==> src/rtl/mips_ctrl_pkg.sv <==
// mips_ctrl_pkg
//   Shared constants for the multicycle MIPS main control FSM: opcodes,
//   state encodings, datapath select codes and the control-word struct
//   produced by mips_ctrl_outdec.
//   Optional feature macro: MIPS_CTRL_ADDI_EN (adds the addi opcode).
package mips_ctrl_pkg;

    // Opcodes (instr[31:26])
    localparam logic [5:0] OP_RTYPE = 6'h00;
    localparam logic [5:0] OP_J     = 6'h02;
    localparam logic [5:0] OP_BEQ   = 6'h04;
    localparam logic [5:0] OP_ADDI  = 6'h08;
    localparam logic [5:0] OP_LW    = 6'h23;
    localparam logic [5:0] OP_SW    = 6'h2B;

    // State encodings
    localparam logic [3:0] S_FETCH  = 4'd0;
    localparam logic [3:0] S_DECODE = 4'd1;
    localparam logic [3:0] S_MEMADR = 4'd2;
    localparam logic [3:0] S_MEMRD  = 4'd3;
    localparam logic [3:0] S_MEMWB  = 4'd4;
    localparam logic [3:0] S_MEMWR  = 4'd5;
    localparam logic [3:0] S_EXEC   = 4'd6;
    localparam logic [3:0] S_ALUWB  = 4'd7;
    localparam logic [3:0] S_BRANCH = 4'd8;
    localparam logic [3:0] S_JUMP   = 4'd9;
    localparam logic [3:0] S_ADDIEX = 4'd10;
    localparam logic [3:0] S_ADDIWB = 4'd11;

    // ALU operand B select
    localparam logic [1:0] SRCB_B      = 2'b00;
    localparam logic [1:0] SRCB_FOUR   = 2'b01;
    localparam logic [1:0] SRCB_IMM    = 2'b10;
    localparam logic [1:0] SRCB_IMMSH2 = 2'b11;

    // ALU operation
    localparam logic [1:0] ALUOP_ADD   = 2'b00;
    localparam logic [1:0] ALUOP_SUB   = 2'b01;
    localparam logic [1:0] ALUOP_FUNCT = 2'b10;

    // PC source select
    localparam logic [1:0] PCSRC_ALU    = 2'b00;
    localparam logic [1:0] PCSRC_ALUOUT = 2'b01;
    localparam logic [1:0] PCSRC_JUMP   = 2'b10;

    typedef struct packed {
        logic       reg_dst;
        logic       mem_to_reg;
        logic       reg_write;
        logic       i_or_d;
        logic       mem_read;
        logic       mem_write;
        logic       ir_write;
        logic       pc_write;
        logic       pc_write_cond;
        logic       alu_src_a;
        logic [1:0] alu_src_b;
        logic [1:0] alu_op;
        logic [1:0] pc_source;
    } ctrl_t;

    // Opcodes the FSM knows how to sequence; anything else is flagged illegal.
    function automatic logic op_supported(input logic [5:0] op);
        logic ok;
        ok = (op == OP_LW) || (op == OP_SW) || (op == OP_RTYPE) ||
             (op == OP_BEQ) || (op == OP_J);
`ifdef MIPS_CTRL_ADDI_EN
        ok = ok || (op == OP_ADDI);
`endif
        return ok;
    endfunction

endpackage

==> src/rtl/mips_ctrl_outdec.sv <==
// mips_ctrl_outdec
//   Pure combinational Moore output decode: state -> datapath control word.
//   Ports:
//     state_i  in  STATE_W  current FSM state
//     stall_i  in  1        suppress write enables, keep selects/MemRead
//     rst_i    in  1        force the whole control word to 0
//     ctrl_o   out ctrl_t   decoded control word
//   Optional feature macro: MIPS_CTRL_ADDI_EN (decodes ADDIEX/ADDIWB).
module mips_ctrl_outdec
    import mips_ctrl_pkg::*;
#(
    parameter int STATE_W = 4
) (
    input  logic [STATE_W-1:0] state_i,
    input  logic               stall_i,
    input  logic               rst_i,
    output ctrl_t              ctrl_o
);

    ctrl_t c;

    always_comb begin
        c = '0;
        case (state_i)
            S_FETCH: begin
                c.mem_read  = 1'b1;
                c.ir_write  = 1'b1;
                c.pc_write  = 1'b1;
                c.alu_src_b = SRCB_FOUR;
            end
            S_DECODE: c.alu_src_b = SRCB_IMMSH2;   // precompute branch target
            S_MEMADR: begin
                c.alu_src_a = 1'b1;
                c.alu_src_b = SRCB_IMM;
            end
            S_MEMRD: begin
                c.mem_read = 1'b1;
                c.i_or_d   = 1'b1;
            end
            S_MEMWB: begin
                c.reg_write  = 1'b1;
                c.mem_to_reg = 1'b1;
            end
            S_MEMWR: begin
                c.mem_write = 1'b1;
                c.i_or_d    = 1'b1;
            end
            S_EXEC: begin
                c.alu_src_a = 1'b1;
                c.alu_op    = ALUOP_FUNCT;
            end
            S_ALUWB: begin
                c.reg_write = 1'b1;
                c.reg_dst   = 1'b1;
            end
            S_BRANCH: begin
                c.alu_src_a     = 1'b1;
                c.alu_op        = ALUOP_SUB;
                c.pc_write_cond = 1'b1;
                c.pc_source     = PCSRC_ALUOUT;
            end
            S_JUMP: begin
                c.pc_write  = 1'b1;
                c.pc_source = PCSRC_JUMP;
            end
`ifdef MIPS_CTRL_ADDI_EN
            S_ADDIEX: begin
                c.alu_src_a = 1'b1;
                c.alu_src_b = SRCB_IMM;
                c.alu_op    = ALUOP_ADD;
            end
            S_ADDIWB: c.reg_write = 1'b1;
`endif
            default: c = '0;
        endcase

        // A held state must not repeat its architectural side effects.
        if (stall_i) begin
            c.reg_write     = 1'b0;
            c.mem_write     = 1'b0;
            c.ir_write      = 1'b0;
            c.pc_write      = 1'b0;
            c.pc_write_cond = 1'b0;
        end

        // Reset kills everything, including the cycle it is asserted in.
        if (rst_i) c = '0;

        ctrl_o = c;
    end

endmodule

==> src/rtl/mips_multicycle_ctrl.sv <==
// mips_multicycle_ctrl
//   Main control FSM of the 32-bit multicycle MIPS datapath (Moore).
//   Holds the state register and next-state logic; output decode lives in
//   mips_ctrl_outdec.
//   Ports:
//     Clk, Rst (sync, active high), Op (IR opcode), Stall (hold state,
//     suppress writes); outputs RegDst, MemtoReg, RegWrite, IorD, MemRead,
//     MemWrite, IRWrite, PCWrite, PCWriteCond, ALUSrcA, ALUSrcB, ALUOp,
//     PCSource, IllegalOp (DECODE of unsupported opcode), State (debug).
//   Optional feature macro: MIPS_CTRL_ADDI_EN (addi via ADDIEX/ADDIWB).
module mips_multicycle_ctrl
    import mips_ctrl_pkg::*;
#(
    parameter int OP_W    = 6,
    parameter int STATE_W = 4
) (
    input  logic               Clk,
    input  logic               Rst,
    input  logic [OP_W-1:0]    Op,
    input  logic               Stall,
    output logic               RegDst,
    output logic               MemtoReg,
    output logic               RegWrite,
    output logic               IorD,
    output logic               MemRead,
    output logic               MemWrite,
    output logic               IRWrite,
    output logic               PCWrite,
    output logic               PCWriteCond,
    output logic               ALUSrcA,
    output logic [1:0]         ALUSrcB,
    output logic [1:0]         ALUOp,
    output logic [1:0]         PCSource,
    output logic               IllegalOp,
    output logic [STATE_W-1:0] State
);

    logic [STATE_W-1:0] state_q, state_d;
    ctrl_t              ctrl;

    always_comb begin
        state_d = state_q;
        if (!Stall) begin
            case (state_q)
                S_FETCH:  state_d = S_DECODE;
                S_DECODE: begin
                    case (Op)
                        OP_LW, OP_SW: state_d = S_MEMADR;
                        OP_RTYPE:     state_d = S_EXEC;
                        OP_BEQ:       state_d = S_BRANCH;
                        OP_J:         state_d = S_JUMP;
`ifdef MIPS_CTRL_ADDI_EN
                        OP_ADDI:      state_d = S_ADDIEX;
`endif
                        default:      state_d = S_FETCH;
                    endcase
                end
                S_MEMADR: state_d = (Op == OP_LW) ? S_MEMRD : S_MEMWR;
                S_MEMRD:  state_d = S_MEMWB;
                S_EXEC:   state_d = S_ALUWB;
`ifdef MIPS_CTRL_ADDI_EN
                S_ADDIEX: state_d = S_ADDIWB;
`endif
                // MEMWB, MEMWR, ALUWB, BRANCH, JUMP, ADDIWB and any
                // unused encoding all fall back to FETCH.
                default:  state_d = S_FETCH;
            endcase
        end
    end

    always_ff @(posedge Clk) begin
        if (Rst) state_q <= S_FETCH;
        else     state_q <= state_d;
    end

    mips_ctrl_outdec #(.STATE_W(STATE_W)) u_outdec (
        .state_i (state_q),
        .stall_i (Stall),
        .rst_i   (Rst),
        .ctrl_o  (ctrl)
    );

    assign RegDst      = ctrl.reg_dst;
    assign MemtoReg    = ctrl.mem_to_reg;
    assign RegWrite    = ctrl.reg_write;
    assign IorD        = ctrl.i_or_d;
    assign MemRead     = ctrl.mem_read;
    assign MemWrite    = ctrl.mem_write;
    assign IRWrite     = ctrl.ir_write;
    assign PCWrite     = ctrl.pc_write;
    assign PCWriteCond = ctrl.pc_write_cond;
    assign ALUSrcA     = ctrl.alu_src_a;
    assign ALUSrcB     = ctrl.alu_src_b;
    assign ALUOp       = ctrl.alu_op;
    assign PCSource    = ctrl.pc_source;

    // Masked during Stall so a held DECODE still yields a single pulse,
    // on the cycle that actually leaves DECODE.
    assign IllegalOp = !Rst && !Stall && (state_q == S_DECODE) && !op_supported(Op);

    // Reset forces every output to 0, the debug state included.
    assign State = Rst ? '0 : state_q;

endmodule

==> config.mk <==
export PLATFORM = sky130hd
export DESIGN_NAME = mips_multicycle_ctrl
export DESIGN_NICKNAME = d
export VERILOG_FILES = /design/src/rtl/mips_ctrl_pkg.sv /design/src/rtl/mips_ctrl_outdec.sv /design/src/rtl/mips_multicycle_ctrl.sv
export SDC_FILE = /design/constraint.sdc
export NUM_CORES = 1
export LEC_CHECK = 0
export BUFFER_PORTS_ARGS = -buffer_cell sky130_fd_sc_hd__buf_2
export CAP_MARGIN = 30
export CORE_MARGIN = 10
export CORE_UTILIZATION = 25
export CTS_BUF_LIST = sky130_fd_sc_hd__clkbuf_4 sky130_fd_sc_hd__clkbuf_8
export DETAILED_ROUTE_END_ITERATION = 10
export HOLD_SLACK_MARGIN = 0.02
export SLEW_MARGIN = 10
export SYNTH_ARGS = -nofsm -noshare
export SYNTH_HDL_FRONTEND = slang
export SYNTH_SLANG_ARGS = --single-unit
export TNS_END_PERCENT = 5
==> constraint.sdc <==
create_clock -name Clk -period 1.8 [get_ports Clk]
set_input_delay 0.36 -clock Clk [delete_from_list [all_inputs] [get_ports Clk]]
set_output_delay 0.36 -clock Clk [all_outputs]
set_load 0.02 [all_outputs]
==> flow_summary.html, run 1 <==
<table>
<tr><th>Metric</th><th>Value</th></tr>
<tr><th colspan="2">Status</th></tr>
<tr><td>Status</td><td>finished, final reports clean</td></tr>
<tr><th colspan="2">Layout</th></tr>
<tr><td>Count of inserted antenna diode cells</td><td>0</td></tr>
<tr><td>Final std cells w/o fill</td><td>130</td></tr>
<tr><td>Commonest non-fill, non-tap cell in the layout</td><td>buf_2</td></tr>
<tr><td>Filler instances</td><td>between 200 and 250</td></tr>
<tr><td>Flip-flop count of the largest register after layout</td><td>4</td></tr>
<tr><td>Most frequent cells in the layout</td><td>28 x buf_2, 7 x nand2_1, 7 x buf_4, 6 x nor2_1, 5 x nor2b_1</td></tr>
<tr><td>Layout cells sized above 1</td><td>a little over half</td></tr>
<tr><td>Design Area, Final</td><td>approximately 750 µm²</td></tr>
<tr><td>Largest registers</td><td>state_q (4)</td></tr>
<tr><td>Relative area change from synthesis to final layout</td><td>48.28%</td></tr>
<tr><td>Register ranked first by flip-flop count</td><td>state_q</td></tr>
<tr><td>Number of nets in the layout</td><td>roughly 110</td></tr>
<tr><td>Finished Core Util</td><td>38.79%</td></tr>
<tr><th colspan="2">Critical path</th></tr>
<tr><td>Worst setup slack for register-to-register paths</td><td>~0.63 ns</td></tr>
<tr><td>Crit start category</td><td>register</td></tr>
<tr><td>Crit path depth</td><td>5</td></tr>
<tr><td>Largest stage delay, worst path</td><td>~0.36 ns</td></tr>
<tr><td>Required time at the endpoint of the critical path</td><td>about 1.4 ns</td></tr>
<tr><td>Worst path bufs/invs</td><td>2</td></tr>
<tr><td>Critical Path, Cell by Cell</td><td>nor2_1, buf_4, and3b_1, nor2b_1, buf_2</td></tr>
<tr><td>Cell with the largest stage delay on the worst path</td><td>dfxtp_2</td></tr>
<tr><td>Peak fanout along the critical path</td><td>10</td></tr>
<tr><td>Arrival time reported for the critical path endpoint</td><td>approximately 1.4 ns</td></tr>
<tr><td>Capturing point of the worst reg2reg path</td><td>state_q[2]$_SDFFE_PP0N_</td></tr>
<tr><td>Endpoint class of the critical path</td><td>primary output</td></tr>
<tr><td>Number of cells on the worst reg-to-reg path</td><td>5</td></tr>
<tr><td>Start of the worst register-to-register path</td><td>state_q[1]$_SDFFE_PP0N_</td></tr>
<tr><td>Largest delay contributor family on the critical path</td><td>simple AND/OR/NAND/NOR gates</td></tr>
<tr><td>Critical path class</td><td>reg2out</td></tr>
<tr><th colspan="2">Timing</th></tr>
<tr><td>Max Transition Viols Final</td><td>0</td></tr>
<tr><td>Final-report setup violation count</td><td>0</td></tr>
<tr><td>Worst rel slew slack</td><td>roughly 76%</td></tr>
<tr><td>Setup repair after global routing missed its margin</td><td>yes</td></tr>
<tr><td>Max Fclk</td><td>0.5787 GHz</td></tr>
<tr><td>Final clock skew</td><td>between 0.005 and 0.006 ns</td></tr>
<tr><td>Number of failing hold endpoints at the final stage</td><td>0</td></tr>
<tr><td>Post-route fraction of the period consumed by the critical path</td><td>between 90% and 100%</td></tr>
<tr><td>Slew at the pin closest to its max-slew limit</td><td>~0.35 ns</td></tr>
<tr><td>Tmin final</td><td>1.728 ns</td></tr>
<tr><th colspan="2">Floorplanning</th></tr>
<tr><td>Die footprint</td><td>about 4200 µm²</td></tr>
<tr><td>Die outline height</td><td>65.08 µm</td></tr>
<tr><td>Initial core utilization</td><td>around a quarter</td></tr>
<tr><td>Site row count</td><td>16</td></tr>
<tr><td>Number of top-level design ports</td><td>30</td></tr>
<tr><td>Placeable core region</td><td>between 1500 and 2000 µm²</td></tr>
<tr><td>Die W</td><td>65.08 µm</td></tr>
<tr><th colspan="2">Logic synthesis</th></tr>
<tr><td>Post-synthesis mux area share</td><td>0%</td></tr>
<tr><td>Post-synthesis area per instance</td><td>about 7.2 µm²</td></tr>
<tr><td>Synth unique cells</td><td>30</td></tr>
<tr><td>Simple logic cell fraction of the synthesized area</td><td>between 50 and 60%</td></tr>
<tr><td>Net count of the mapped netlist</td><td>80</td></tr>
<tr><td>Leading area contributor after synthesis</td><td>dfxtp_1</td></tr>
<tr><td>Dominant cells by area after synthesis</td><td>dfxtp_1 16%, nor2b_1 7.4%, nor4_1 6.2%, nand2_1 5.2%, xor2_1 5.2%</td></tr>
<tr><td>Yosys reg bits</td><td>4</td></tr>
<tr><td>Area of the mapped netlist</td><td>approximately 510 µm²</td></tr>
<tr><td>Synth Instances</td><td>between 70 and 80</td></tr>
<tr><td>Fraction of the mapped netlist area in adder cells</td><td>0%</td></tr>
<tr><td>Synthesized-area fraction occupied by ao, oa, aoi and oai cells</td><td>17.00%</td></tr>
<tr><td>Share of the synthesized area in the top cell type</td><td>15.76%</td></tr>
<tr><td>Xor-xnor portion of the synthesized cell area</td><td>~6.9%</td></tr>
<tr><td>Main combinational cell family by area after synthesis</td><td>simple AND/OR/NAND/NOR gates</td></tr>
<tr><td>Syn. warnings</td><td>0</td></tr>
<tr><td>Sequential fraction of the synthesis area</td><td>between 15 and 20%</td></tr>
<tr><th colspan="2">Run</th></tr>
<tr><td># Max-Cap Violations</td><td>0</td></tr>
<tr><th colspan="2">Global routing</th></tr>
<tr><td>Overall fraction of global-route tracks in use</td><td>under 10%</td></tr>
<tr><td>Total gr overflow</td><td>0</td></tr>
<tr><td>First-pass GRT wire length</td><td>approximately 2900 µm</td></tr>
<tr><td>Via count of the first global-routing pass</td><td>around 620</td></tr>
<tr><td>Maximum number of pins on one net before global-route repair</td><td>11</td></tr>
<tr><td>Initial antenna violation count</td><td>0</td></tr>
<tr><th colspan="2">Route</th></tr>
<tr><td>Detailed-router iteration count before antenna repair</td><td>3</td></tr>
<tr><td>Residual antenna-violating net count after detailed routing</td><td>0</td></tr>
<tr><td>Routed WL</td><td>1712 µm</td></tr>
<tr><td>DRC violations left</td><td>0</td></tr>
<tr><td>Violation count after the first detailed-routing iteration</td><td>6</td></tr>
<tr><td>Routed via count</td><td>between 600 and 700</td></tr>
<tr><td>Vias/cell</td><td>4.885</td></tr>
<tr><td>Detailed-route wire length per cell</td><td>between 10 and 15 µm</td></tr>
<tr><th colspan="2">Hold path</th></tr>
<tr><td>Hold Crit Class</td><td>in2reg</td></tr>
<tr><td>Endpoint with the worst hold slack</td><td>state_q[3]$_SDFFE_PP0N_</td></tr>
<tr><td>Worst hold path depth</td><td>4</td></tr>
<tr><td>Critical hold path startpoint</td><td>Op[4]</td></tr>
<tr><th colspan="2">Placed design</th></tr>
<tr><td>HPWL Detailed</td><td>1406 µm</td></tr>
<tr><td>Final weighted congestion of routability-driven global placement</td><td>0.7658</td></tr>
<tr><td>DP Cell Count</td><td>~130</td></tr>
<tr><td>Placed standard-cell area</td><td>about 700 µm²</td></tr>
<tr><td># port buffers</td><td>29</td></tr>
<tr><th colspan="2">Power</th></tr>
<tr><td>Total Power</td><td>0.0003016 W</td></tr>
<tr><td>Static leakage power</td><td>between 0.3 and 0.4 nW</td></tr>
<tr><td>Worst voltage drop across the vdd grid</td><td>between 0.1 and 0.15 mV</td></tr>
<tr><td>Ratio of total power to cell area</td><td>between 400 and 500 nW/µm²</td></tr>
<tr><th colspan="2">Clocking</th></tr>
<tr><td>Clk_lat worst skew</td><td>between 0.2 and 0.25 ns</td></tr>
<tr><td># hold bufs at CTS</td><td>0</td></tr>
<tr><td>Clock slew at reported path FFs</td><td>0.04 ns</td></tr>
<tr><td>Total CTS buffers</td><td>3</td></tr>
<tr><td>Number of clock sinks seen by CTS</td><td>4</td></tr>
<tr><td>Clock H-tree levels</td><td>1</td></tr>
<tr><td>Maximum clock path buffer count</td><td>2</td></tr>
<tr><td>TritonCTS clock tree</td><td>done</td></tr>
<tr><td>Post-CTS setup-driven buffer insertion count</td><td>0</td></tr>
<tr><td>Root Driver</td><td>clkbuf_4</td></tr>
</table>
## metrics by stage
stage	TNS (ns)	worst slack (ns)	hold slack (ns)
4_1_cts	0	0.007176	0.4361
2_1_floorplan	-0.03596	-0.03596	0.5336
5_1_grt	-0.1015	-0.03373	0.4638
3_5_place_dp	0	0.08049	0.5998
6_report	0	0.07189	0.4419
3_3_place_gp	0	0.09518	0.5958
## area by class of cell
cell class              instances  area (µm²)  share of cell area [%]
well taps                      27       33.78                   4.485
clock buffers                   3       22.52                   2.990
multi-input cells              59       411.6                   54.65
flip-flops and latches          4       85.08                   11.30
repair buffers                 35       192.7                   25.58
inverters                       2       7.507                  0.9967
## worst register-to-register path, stage by stage, from the launching register on
cell      delay [ns]
dfxtp_2         0.34
buf_4           0.18
nand2b_1        0.17
nor2_1          0.05
o21ai_0         0.17
o311ai_1        0.13
## layer usage
| layer | global-route usage (%) | up-vias | share of wire, % |
|---|---|---|---|
| li1 | - | 330 | - |
| met1 | 8.829 | 291 | 44 |
| met2 | 14.53 | 12 | 48 |
| met3 | 4.296 | 2 | 6.5 |
| met4 | 2.406 | 0 | 0.47 |
| met5 | 0 | - | 0 |
## cell usage after synthesis (all sizes together)
library cell	n
nor4b	1
nand2b	2
o211ai	1
a21oi	1
inv	2
o21ai	4
nor3	6
o311ai	1
nor2b	6
a211oi	1
nor2	7
and3	4
buf	6
xnor2	1
o31ai	1
nor4	5
or3	1
and3b	2
or4	1
o2111ai	1
a32o	1
xor2	3
nand3	2
nand2	7
dfxtp	4
## cell families (layout without fill, tap and decap cells)
kind of cell | Yosys count | after routing
xor gates and xnor gates | 4 | 4
DFF | 4 | 4
and+or+nand+nor | 44 | 44
buffers and inverters | 8 | 40
AOI/OAI and AO/OA | 11 | 11
## how the worst max path moves through the flow
stage	from	to
after floorplan	state_q[3]$_SDFFE_PP0N_	MemWrite
after global placement	Stall	IllegalOp
after detailed placement	Stall	IllegalOp
after CTS	state_q[2]$_SDFFE_PP0N_	PCWriteCond
after global routing	state_q[3]$_SDFFE_PP0N_	IllegalOp
final	state_q[2]$_SDFFE_PP0N_	PCWriteCond
## report_power, final
| part | switching [W] | leakage (nW) | total (W) | internal (W) |
|---|---|---|---|---|
| Clock | 0.0000385 | 0.0138 | 0.000113 | 0.0000747 |
| Combinational | 0.0000509 | 0.327 | 0.0000898 | 0.0000389 |
| Sequential | 0.00000687 | 0.0343 | 0.0000987 | 0.0000918 |
| Total | 0.0000962 | 0.375 | 0.000302 | 0.000205 |
## repair_timing
item                                    in CTS  in global routing
resized for setup                            2                  7
pin swaps                                    1                  1
gates cloned                                 0                  0
endpoints found under the setup margin       4                  9
No activity file was read; power rests on OpenSTA's default activity.
==> run 2: changes to the inputs <==
Settings changed: CORE_AREA from default to 10 10 47 49, CORE_MARGIN 10 to default, CORE_UTILIZATION 25 to default, DIE_AREA from default to 0 0 57 59, PLACE_DENSITY from default to 0.72.
==> run 2 against run 1 <==
Design area shrank 0.33%. Register-to-register slack improved by 0.03 ns. Count of clock-buffer cells in the layout unchanged. Power is 2.1% higher. Final cell count fell by 8.5%. Sequential share of layout area is essentially flat. First-iteration DRC count is 17% higher. Critical path depth down 1. Wire length grew 0.99%.
==> flow_summary.html, run 2 (synthesis results as in run 1) <==
<table>
<tr><th>Metric</th><th>Value</th></tr>
<tr><th colspan="2">Timing</th></tr>
<tr><td>Final clock skew</td><td>between 0.01 and 0.015 ns</td></tr>
<tr><td>Max Fclk</td><td>~0.58 GHz</td></tr>
<tr><td>Post-route fraction of the period consumed by the critical path</td><td>between 90% and 100%</td></tr>
<tr><td>Setup repair after global routing missed its margin</td><td>yes</td></tr>
<tr><td>Total Neg Setup Slack</td><td>0 ns</td></tr>
<tr><td>Number of failing hold endpoints at the final stage</td><td>0</td></tr>
<tr><td>Worst rel slew slack</td><td>76.54%</td></tr>
<tr><td>Slew at the pin closest to its max-slew limit</td><td>0.3487 ns</td></tr>
<tr><td>Max Transition Viols Final</td><td>0</td></tr>
<tr><td>Final-report setup violation count</td><td>0</td></tr>
<tr><td>Tmin final</td><td>around 1.7 ns</td></tr>
<tr><th colspan="2">Critical path</th></tr>
<tr><td>Largest stage delay, worst path</td><td>between 0.3 and 0.4 ns</td></tr>
<tr><td>Peak fanout along the critical path</td><td>7</td></tr>
<tr><td>Critical path class</td><td>reg2out</td></tr>
<tr><td>Arrival time reported for the critical path endpoint</td><td>between 1 and 1.5 ns</td></tr>
<tr><td>Endpoint class of the critical path</td><td>primary output</td></tr>
<tr><td>Largest delay contributor family on the critical path</td><td>flip-flops</td></tr>
<tr><td>Cell with the largest stage delay on the worst path</td><td>dfxtp_2</td></tr>
<tr><td>Worst path bufs/invs</td><td>1</td></tr>
<tr><td>Critical Path, Cell by Cell</td><td>nor3_4, nand3_2, a211oi_2, buf_4</td></tr>
<tr><td>Required time at the endpoint of the critical path</td><td>between 1 and 1.5 ns</td></tr>
<tr><td>Crit start category</td><td>register</td></tr>
<tr><th colspan="2">Route</th></tr>
<tr><td>Residual antenna-violating net count after detailed routing</td><td>0</td></tr>
<tr><td>DRC violations left</td><td>0</td></tr>
<tr><td>Detailed-router iteration count before antenna repair</td><td>4</td></tr>
<tr><td>Violation count after the first detailed-routing iteration</td><td>7</td></tr>
<tr><td>Vias/cell</td><td>5.361</td></tr>
<tr><td>Routed via count</td><td>638</td></tr>
<tr><td>Routed WL</td><td>between 1500 and 2000 µm</td></tr>
<tr><td>Detailed-route wire length per cell</td><td>14.53 µm</td></tr>
<tr><th colspan="2">Global routing</th></tr>
<tr><td>Maximum number of pins on one net before global-route repair</td><td>13</td></tr>
<tr><td>Overall fraction of global-route tracks in use</td><td>9.441%</td></tr>
<tr><td>First-pass GRT wire length</td><td>roughly 2600 µm</td></tr>
<tr><td>Total gr overflow</td><td>0</td></tr>
<tr><td>Via count of the first global-routing pass</td><td>approximately 610</td></tr>
<tr><td>Initial antenna violation count</td><td>0</td></tr>
<tr><th colspan="2">Clocking</th></tr>
<tr><td>Clock slew at reported path FFs</td><td>0.04 ns</td></tr>
<tr><td>Post-CTS setup-driven buffer insertion count</td><td>0</td></tr>
<tr><td>Number of clock sinks seen by CTS</td><td>4</td></tr>
<tr><td>Clock H-tree levels</td><td>1</td></tr>
<tr><td>Root Driver</td><td>clkbuf_4</td></tr>
<tr><td>Total CTS buffers</td><td>3</td></tr>
<tr><td>Maximum clock path buffer count</td><td>2</td></tr>
<tr><td># hold bufs at CTS</td><td>0</td></tr>
<tr><td>Clk_lat worst skew</td><td>0.24 ns</td></tr>
<tr><td>TritonCTS clock tree</td><td>done</td></tr>
<tr><th colspan="2">Floorplanning</th></tr>
<tr><td>Site row count</td><td>14</td></tr>
<tr><td>Die footprint</td><td>roughly 3400 µm²</td></tr>
<tr><td>Number of top-level design ports</td><td>30</td></tr>
<tr><td>Placeable core region</td><td>between 1000 and 1500 µm²</td></tr>
<tr><td>Initial core utilization</td><td>between 30% and 40%</td></tr>
<tr><td>Die outline height</td><td>slightly below 60 µm</td></tr>
<tr><td>Die W</td><td>57 µm</td></tr>
<tr><th colspan="2">Layout</th></tr>
<tr><td>Storage element area</td><td>about 85 µm²</td></tr>
<tr><td>Relative area change from synthesis to final layout</td><td>47.78%</td></tr>
<tr><td>Number of nets in the layout</td><td>114</td></tr>
<tr><td>Register ranked first by flip-flop count</td><td>state_q</td></tr>
<tr><td>Count of inserted antenna diode cells</td><td>0</td></tr>
<tr><td>Commonest non-fill, non-tap cell in the layout</td><td>buf_2</td></tr>
<tr><td>Area of the multi-input gates</td><td>420.4 µm²</td></tr>
<tr><td>Flip-flop count of the largest register after layout</td><td>4</td></tr>
<tr><td>Most frequent cells in the layout</td><td>27 x buf_2, 8 x buf_4, 7 x nand2_1</td></tr>
<tr><td>Layout cells sized above 1</td><td>between 50 and 60%</td></tr>
<tr><td>Largest registers</td><td>state_q (4)</td></tr>
<tr><td>Finished Core Util</td><td>roughly 54%</td></tr>
<tr><td>Filler instances</td><td>149</td></tr>
<tr><th colspan="2">Hold path</th></tr>
<tr><td>Hold Crit Class</td><td>in2reg</td></tr>
<tr><th colspan="2">Placed design</th></tr>
<tr><td>HPWL Detailed</td><td>~1300 µm</td></tr>
<tr><td>Final weighted congestion of routability-driven global placement</td><td>roughly 0.89</td></tr>
<tr><td># port buffers</td><td>29</td></tr>
<tr><th colspan="2">Power</th></tr>
<tr><td>Static leakage power</td><td>~0.38 nW</td></tr>
<tr><td>Ratio of total power to cell area</td><td>between 400 and 500 nW/µm²</td></tr>
<tr><td>Worst voltage drop across the vdd grid</td><td>between 0.2 and 0.3 mV</td></tr>
<tr><th colspan="2">Run</th></tr>
<tr><td># Max-Cap Violations</td><td>0</td></tr>
<tr><th colspan="2">Status</th></tr>
<tr><td>Status</td><td>finished, final reports clean</td></tr>
</table>
run 2: timing repair:
action / CTS / global route
endpoints found under the setup margin: 3 / 10
gates resized for setup: 3 / 10
endpoints found under the hold margin: 0 / 0
gates cloned: 0 / 0
pin swaps: 0 / 1
run 2: where the power goes:
| group | total (W) | switching (W) | internal (W) |
|---|---|---|---|
| clock network | 0.000117 | 0.0000417 | 0.0000749 |
| logic | 0.0000928 | 0.0000525 | 0.0000402 |
| registers | 0.0000985 | 0.00000676 | 0.0000917 |
| total | 0.000308 | 0.000101 | 0.000207 |
run 2: per-layer routing:
| metal | GRT usage (%) | vias up | wire [µm] |
|---|---|---|---|
| met4 | 7.047 | 0 | 19 |
| li1 | - | 321 | - |
| met3 | 3.433 | 2 | 127 |
| met2 | 15.35 | 22 | 858 |
| met1 | 9.797 | 293 | 723 |
| met5 | 0 | - | 0 |
run 2: final timing paths:
path | start | endpoint | slack, ns | depth (start not counted)
worst min-delay path | Op[4] | state_q[3]$_SDFFE_PP0N_ | 0.46 | 4
worst max-delay path | state_q[3]$_SDFFE_PP0N_ | IllegalOp | 0.07 | 4
worst max register to register | state_q[3]$_SDFFE_PP0N_ | state_q[1]$_SDFFE_PP0N_ | 0.66 | 5
worst min register to register | state_q[3]$_SDFFE_PP0N_ | state_q[3]$_SDFFE_PP0N_ | 0.54 | 2
run 2: through the flow:
step | setup WS [ns] | area (µm²) | power (W) | cells | hold slack [ns]
2_1_floorplan | -0.03596 | 510.5 | 0.0001520 | 71 | 0.5336
3_3_place_gp | 0.09314 | 684.4 | 0.0001839 | 116 | 0.5873
3_5_place_dp | 0.1041 | 684.4 | 0.0001846 | 116 | 0.5831
4_1_cts | 0.01559 | 714.4 | 0.0003053 | 119 | 0.4426
5_1_grt | -0.01794 | 750.7 | 0.0003284 | 119 | 0.4738
6_report | 0.07035 | 750.7 | 0.0003079 | 119 | 0.4578
run 2: cell type report:
| type | count | share of cell area (%) |
|---|---|---|
| inverter | 2 | 1.000 |
| tap | 16 | 2.667 |
| sequential | 4 | 11.33 |
| timing repair buffer | 35 | 26.00 |
| multi-input combinational | 59 | 56.00 |
| clock buffer | 3 | 3.000 |
run 2: worst register-to-register path: cells and delay by family, from the launching register on:
family / cells / cell delay (ns)
simple gates: 2 / 0.32
buf+inv: 1 / 0.15
compound gates: 2 / 0.22
flops: 1 / 0.36
